<file path="src/rtl/mul_share_arbiter.sv">
// rtl/mul_share_arbiter.sv - two-lane round-robin front end for one shared pipelined multiplier
// Optional MUL_HIGH_EN adds i_req_op (mul/mulh/mulhsu/mulhu) selecting the low or high product half.
module mul_share_arbiter #(
  parameter int WIDTH   = 32,
  parameter int TAG_W   = 5,
  parameter int MUL_LAT = 2
) (
  input  logic                 i_clk,
  input  logic                 i_reset,
  input  logic                 i_flush,
  input  logic [1:0]           i_req_valid,
  output logic [1:0]           o_req_ready,
  input  logic [2*WIDTH-1:0]   i_req_a,
  input  logic [2*WIDTH-1:0]   i_req_b,
  input  logic [2*TAG_W-1:0]   i_req_tag,
`ifdef MUL_HIGH_EN
  input  logic [3:0]           i_req_op,
`endif
  input  logic                 i_resp_ready,
  output logic                 o_resp_valid,
  output logic                 o_resp_lane,
  output logic [TAG_W-1:0]     o_resp_tag,
  output logic [WIDTH-1:0]     o_resp_data,
  output logic                 o_busy
);

  logic [MUL_LAT-1:0] r_valid;
  logic [MUL_LAT-1:0] r_lane;
  logic [TAG_W-1:0]   r_tag  [MUL_LAT];
  logic [WIDTH-1:0]   r_data [MUL_LAT];
  logic               r_rr_ptr;

  logic               w_stall;
  logic               w_accept;
  logic [1:0]         w_grant;
  logic               w_xfer;
  logic               w_lane;
  logic [WIDTH-1:0]   w_a;
  logic [WIDTH-1:0]   w_b;
  logic [TAG_W-1:0]   w_tag;
  logic [WIDTH-1:0]   w_result;

  assign w_stall  = o_resp_valid & ~i_resp_ready;
  // Reset gating keeps the combinational ready low while the async reset is held.
  assign w_accept = ~w_stall & ~i_flush & ~i_reset;

  always_comb begin
    w_grant = i_req_valid;
    if (i_req_valid == 2'b11)
      w_grant = r_rr_ptr ? 2'b10 : 2'b01;
  end

  assign o_req_ready = w_accept ? w_grant : 2'b00;
  assign w_xfer      = |o_req_ready;
  assign w_lane      = w_grant[1];

  assign w_a   = w_lane ? i_req_a[WIDTH +: WIDTH]   : i_req_a[0 +: WIDTH];
  assign w_b   = w_lane ? i_req_b[WIDTH +: WIDTH]   : i_req_b[0 +: WIDTH];
  assign w_tag = w_lane ? i_req_tag[TAG_W +: TAG_W] : i_req_tag[0 +: TAG_W];

`ifdef MUL_HIGH_EN
  logic [1:0]         w_op;
  logic               w_a_sgn;
  logic               w_b_sgn;
  logic [2*WIDTH-1:0] w_ext_a;
  logic [2*WIDTH-1:0] w_ext_b;
  logic [2*WIDTH-1:0] w_full;

  assign w_op    = w_lane ? i_req_op[3:2] : i_req_op[1:0];
  assign w_a_sgn = (w_op == 2'b01) | (w_op == 2'b10);
  assign w_b_sgn = (w_op == 2'b01);
  // Sign/zero-extending both operands to 2*WIDTH makes one unsigned multiply serve all three high ops.
  assign w_ext_a = {{WIDTH{w_a_sgn & w_a[WIDTH-1]}}, w_a};
  assign w_ext_b = {{WIDTH{w_b_sgn & w_b[WIDTH-1]}}, w_b};
  assign w_full  = w_ext_a * w_ext_b;
  assign w_result = (w_op == 2'b00) ? w_full[WIDTH-1:0] : w_full[2*WIDTH-1:WIDTH];
`else
  assign w_result = w_a * w_b;
`endif

  always_ff @(posedge i_clk or posedge i_reset) begin
    if (i_reset) begin
      r_valid  <= '0;
      r_lane   <= '0;
      r_rr_ptr <= 1'b0;
      for (int k = 0; k < MUL_LAT; k++) begin
        r_tag[k]  <= '0;
        r_data[k] <= '0;
      end
    end else if (i_flush) begin
      r_valid <= '0;
    end else if (!w_stall) begin
      r_valid[0] <= w_xfer;
      r_lane[0]  <= w_lane;
      r_tag[0]   <= w_tag;
      r_data[0]  <= w_result;
      for (int k = 1; k < MUL_LAT; k++) begin
        r_valid[k] <= r_valid[k-1];
        r_lane[k]  <= r_lane[k-1];
        r_tag[k]   <= r_tag[k-1];
        r_data[k]  <= r_data[k-1];
      end
      if (w_xfer)
        r_rr_ptr <= ~w_lane;
    end
  end

  assign o_resp_valid = r_valid[MUL_LAT-1];
  assign o_resp_lane  = r_lane[MUL_LAT-1];
  assign o_resp_tag   = r_tag[MUL_LAT-1];
  assign o_resp_data  = r_data[MUL_LAT-1];
  assign o_busy       = |r_valid;

endmodule

</file>
<file path="config.mk">
export PLATFORM = sky130hd
export DESIGN_NAME = mul_share_arbiter
export DESIGN_NICKNAME = d
export VERILOG_FILES = /design/src/rtl/mul_share_arbiter.sv
export SDC_FILE = /design/constraint.sdc
export NUM_CORES = 1
export LEC_CHECK = 0
export CAP_MARGIN = 20
export CORE_ASPECT_RATIO = 0.6
export CORE_UTILIZATION = 44
export DETAILED_ROUTE_END_ITERATION = 8
export GPL_TIMING_DRIVEN = 0
export HOLD_SLACK_MARGIN = 0.02
export PLACE_DENSITY = 0.7
export SLEW_MARGIN = 15
export SYNTH_ARGS = -nofsm -noshare
export SYNTH_HDL_FRONTEND = slang
export SYNTH_SLANG_ARGS = --single-unit
</file>
<file path="constraint.sdc">
create_clock -name i_clk -period 14.5 [get_ports i_clk]
set_input_delay 2.9 -clock i_clk [delete_from_list [all_inputs] [get_ports i_clk]]
set_output_delay 2.9 -clock i_clk [all_outputs]
set_load 0.01 [all_outputs]
</file>
* After elaboration in Yosys (flattened, before gate mapping)
Cells that the tools add are included.
** Operators by class
- Add/sub/neg operators :: 0
- Multipliers :: 1
- Divide/modulo/power cells :: 0
- Magnitude comparators :: 0
- Equality and inequality tests :: 2
- Shift operators :: 0
- Multiplexer cells :: 8
- Bitwise gates (word level) :: 8
- Reductions and logical operators :: 4
** Operator list (count)
- $mux W32 :: 2
- $mul A32 B32 Y32 :: 1
- $mux W2 :: 5
- $mux W5 :: 1
- $not A1 Y1 :: 5
- $reduce_or A2 Y1 :: 2
- $and A1 B1 Y1 :: 3
- $reduce_and A3 Y1 :: 1
- $eq A2 B2 Y1 const B :: 1
- $ne A2 B2 Y1 const B :: 1
- $reduce_and A2 Y1 :: 1
** Word-level totals
- Register bits :: 79
- Latch bits :: 0
- Memory bits (writable) :: 0
- Bits in read-only memories :: 0
- Input bits :: 144
- Output and inout port bits :: 42
- Memories kept :: 0

* Depth between registers and ports, before layout
- Word-level depth :: 9
- Depth in mapped cells :: 31

* Worst setup path after synthesis
OpenSTA, ideal clock, no wires.
- Path kind :: input port to flip-flop
- Start :: input port i_req_valid[0]
- End :: register r_data[61] (netlist name)
- Setup time :: 0.069 ns
- Data arrival time :: 10.341 ns
- Required time :: 14.431 ns
- Setup slack :: 4.091 ns
- Stages on the path :: 29
- Cell sequence :: nor2b_4 -> nand2b_1 -> buf_6 -> buf_2 -> buf_2 -> buf_2 -> mux2i_1 -> nor2_1 -> fa_1 -> fa_1 -> fa_1 -> inv_1 -> fa_1 -> inv_1 -> fa_1 -> inv_1 -> fa_1 -> inv_1 -> fa_1 -> fa_1 -> ha_1 -> nor2b_1 -> o21ai_0 -> o31a_1 -> a31oi_1 -> o21ai_1 -> o21bai_1 -> a2111o_1 -> nand3_1
** On the way
- Word-level cells in the longest chain between the ends :: 4
- Elaborated cells on any way between the ends :: 5
** Ends and longest elaborated chain
- start: declaration :: line 11 : input logic [1:0] i_req_valid,
- $eq A2 B2 Y1 * :: line 49 : if (i_req_valid == 2'b11)
- $mux W2 * :: line 49
- $mux W32 (on tied branches) :: line 57, 58
- $mul A32 B32 Y32 * :: line 78 : assign w_result = w_a * w_b;
- end signal: indexed assignment :: line 101 : r_data[k] <= r_data[k-1];
- end: declaration :: line 30 : logic [WIDTH-1:0] r_data [MUL_LAT];
Every way passes the cells marked *; elsewhere a longest branch is shown, timed or not.
A chain may end at the register's enable or synchronous reset.

* Final worst setup path
- Start :: input port i_req_valid[0]
- End :: register r_data[63] (netlist name)
Same word-level chain as after synthesis.

==> impl_metrics.py <==
metrics = {
    "floorplan": {
        "coreArea_sq_um": 43800,
        "fp.dieH_microns": 166,
        "dieArea_sq_um": 45700,
        "fp.dieW_microns": 275,
        "start_util": 0.450,
        "rows": 59,
        "io_pins": 186,
    },
    "clocking": {
        "worstSkewPairLatency_ns": 0.36,
        "hold_buffers": 0,
        "path_clk_slew_ns": 0.06,
        "cts_buffers": 9,
        "cts_tree": "built",
        "clkSinkCount": 79,
        "root_buffer": "clkbuf_16",
        "cts.htree.levels": 3,
        "cts.repair.resized": 0,
        "postCtsSetupRepairBufs": 0,
        "clock_path_buffers": 2,
    },
    "grt": {
        "grt_pass1_wl_mm": 105,
        "antenna_found_initial": 3,
        "grt-ovfl-total": 0,
        "gr-usage-all-layers": 0.318,
        "grt_start_max_net_pins": 61,
        "grt_pass1_vias": 16865,
    },
    "sta": {
        "relSlewSlack": 0.176,
        "hold_viol_final": 0,
        "skew_ns": 0.00942,
        "fin_crit_ns": 12.88,
        "post-route-period-util": 0.888,
        "slew_viol_final": 0,
        "final-setup-viol-count": 0,
        "tightest_slew_ns": 1.20,
        "timing.fmax_mhz": 77.7,
        "tns_ns": 0,
        "grt_setup_unrepaired": "no",
    },
    "route": {
        "vias_per_cell": 5.41,
        "ant_nets": 0,
        "vias": 16371,
        "wl_per_cell_microns": 23.2,
        "dr.pass1.iters": 6,
        "drc_errors": 0,
        "wl_mm": 70.3,
        "drtIter0Drc": 1491,
    },
    "setup_path": {
        "timing.rr.start": "r_rr_ptr",
        "cp.arrival_ns": 13.09,
        "critPathMaxStageDelay_ns": 0.93,
        "crit_path_end_kind": "flop",
        "rr_endpoint": "r_data[63]",
        "cp_common_cell": "fa_1",
        "endpoint": "r_data[63]",
        "crit_start": "i_req_valid[0]",
        "critPathKind": "in -> reg",
        "r2r_slack_ns": 4.28,
        "cp-start-kind": "input pin",
        "crit_required_ns": 14.72,
        "worst-path-max-fanout": 10,
        "critical_path.slowest_cell": "mux2i_1",
        "r2r_cells": 30,
    },
    "synth": {
        "synth-edff-count": 0,
        "yosysWarningCount": 0,
        "syn_nets": 2912,
        "synthXorXnorAreaFrac": 0.0463,
        "async_flop_share": 1.00,
        "synth_top_cell_by_area": "fa_1",
        "synth_top_family_by_area": "adder cells",
        "avgSynthCellArea_sq_um": 8.81,
        "synth_most_common_cell": "nand2_1",
        "synth.yosys.seq_area_share": 0.100,
        "yosys_register_bits": 79,
        "synth_area_leaders": "fa_1 (41%), dfrtp_1 (10%), nand2_1 (8.0%)",
        "synth_area_sq_um": 19700,
        "netlist.area_leader.share": 0.414,
        "syn_inst": 2237,
        "synthAdderAreaFrac": 0.492,
        "synth.mux.area_fraction": 0.0612,
        "synth.distinct_cells": 55,
        "synthFlopType": "dfrtp_1",
        "yosys-top-cells-count": "nand2_1 (419), fa_1 (408), inv_1 (404), nor2_1 (308), ha_1 (123)",
        "synthSimpleGateAreaFrac": 0.156,
        "synth_compound_area_frac": 0.0373,
    },
    "place": {
        "place.gp.congestion": 1.06,
        "port_buffers": 185,
        "hpwlAfterDp_mm": 61.6,
    },
    "layout": {
        "drive_above_1_share": 0.0581,
        "fillers": 4161,
        "area.growth.synth_to_final_pct": 15.1,
        "post-route-util": 0.518,
        "nets": 3115,
    },
    "outcome": {
        "status": "complete, no violations",
    },
    "job": {
        "maxCapViolCount": 0,
    },
    "min_path": {
        "hp-class": "reg -> reg",
    },
}
metrics by stage:
step | worst slack, ns | std cells | cell area (sq um) | hold slack [ns]
floorplan | 4.09 | 2237 | 19700 | 0.439
global placement | 1.55 | 3001 | 22300 | 0.447
detailed placement | 1.61 | 3007 | 22400 | 0.453
CTS | 1.97 | 3023 | 22700 | 0.468
global route | 1.45 | 3024 | 22700 | 0.478
finish | 1.62 | 3025 | 22700 | 0.463
cells in the final DEF, fill, tap and decap left out, types with 11 or more instances in the layout:
cell type / netlist / layout
nor2_1: 308 / 308
nand2_1: 419 / 419
xnor2_1: 78 / 78
mux2i_1: 61 / 52
buf_4: 37 / 38
clkdlybuf4s50_1: 0 / 185
ha_1: 123 / 123
xor2_1: 21 / 21
a21oi_1: 22 / 22
dfrtp_1: 79 / 79
o21ai_0: 30 / 30
o21ai_1: 14 / 14
and2_1: 11 / 11
inv_1: 404 / 403
mux2_2: 53 / 53
clkbuf_1: 58 / 60
buf_2: 11 / 11
fa_1: 408 / 408
layer usage:
| metal | vias up | wire [microns] | track usage |
|---|---|---|---|
| met5 | - | 180 | 0.0253 |
| met2 | 866 | 27300 | 0.409 |
| met1 | 8335 | 31300 | 0.488 |
| met3 | 90 | 10200 | 0.134 |
| met4 | 6 | 1290 | 0.0567 |
| li1 | 7074 | - | - |
critical path: cells and delay by family:
family / cells / cell delay, ns
xor+xnor: 1 / 0.20
mux: 1 / 0.93
compound gates: 5 / 1.75
simple gates: 6 / 1.21
buf+inv: 9 / 2.21
fa+ha+maj: 9 / 3.86
kinds of logic after synthesis:
kind of cell    Yosys count
fa+ha+maj               531
mux                     114
compound gates          115
buf+inv                 515
flops                    79
simple gates            782
xor+xnor                101
flip-flops by register name, indices dropped and copies added, names as in the netlist:
| signal | flops |
|---|---|
| r_valid | 2 |
| r_lane | 2 |
| r_data | 32 |
| o_resp_tag | 5 |
| r_rr_ptr | 1 |
| o_resp_data | 32 |
| r_tag | 5 |
worst min path at each step:
stage | start | endpoint | slack (ns) | cells after the start
after global placement | r_tag[7] | o_resp_tag[2] | 0.45 | 2
after detailed placement | r_tag[8] | o_resp_tag[3] | 0.45 | 2
final | r_tag[8] | o_resp_tag[3] | 0.46 | 2
after floorplan | r_data[32] | o_resp_data[0] | 0.44 | 2
after global routing | r_tag[5] | o_resp_tag[0] | 0.48 | 2
after CTS | r_tag[8] | o_resp_tag[3] | 0.47 | 2
final cells by class:
class                      instances  area, sq um  share of cell area
antenna                            1         2.50            0.000110
inverter                         405         1520              0.0671
timing repair buffer             192         1940              0.0855
multi-input combinational       1643        15700               0.691
sequential                        79         1980              0.0871
clock buffer                      11          233              0.0103
buffer                           110          573              0.0253
clock inverter                     5         35.0             0.00154
tap                              579          724              0.0319
Power is left out: the tool's default activity adds up to more than one toggle a clock period on the data nets, which glitch-free logic cannot reach.
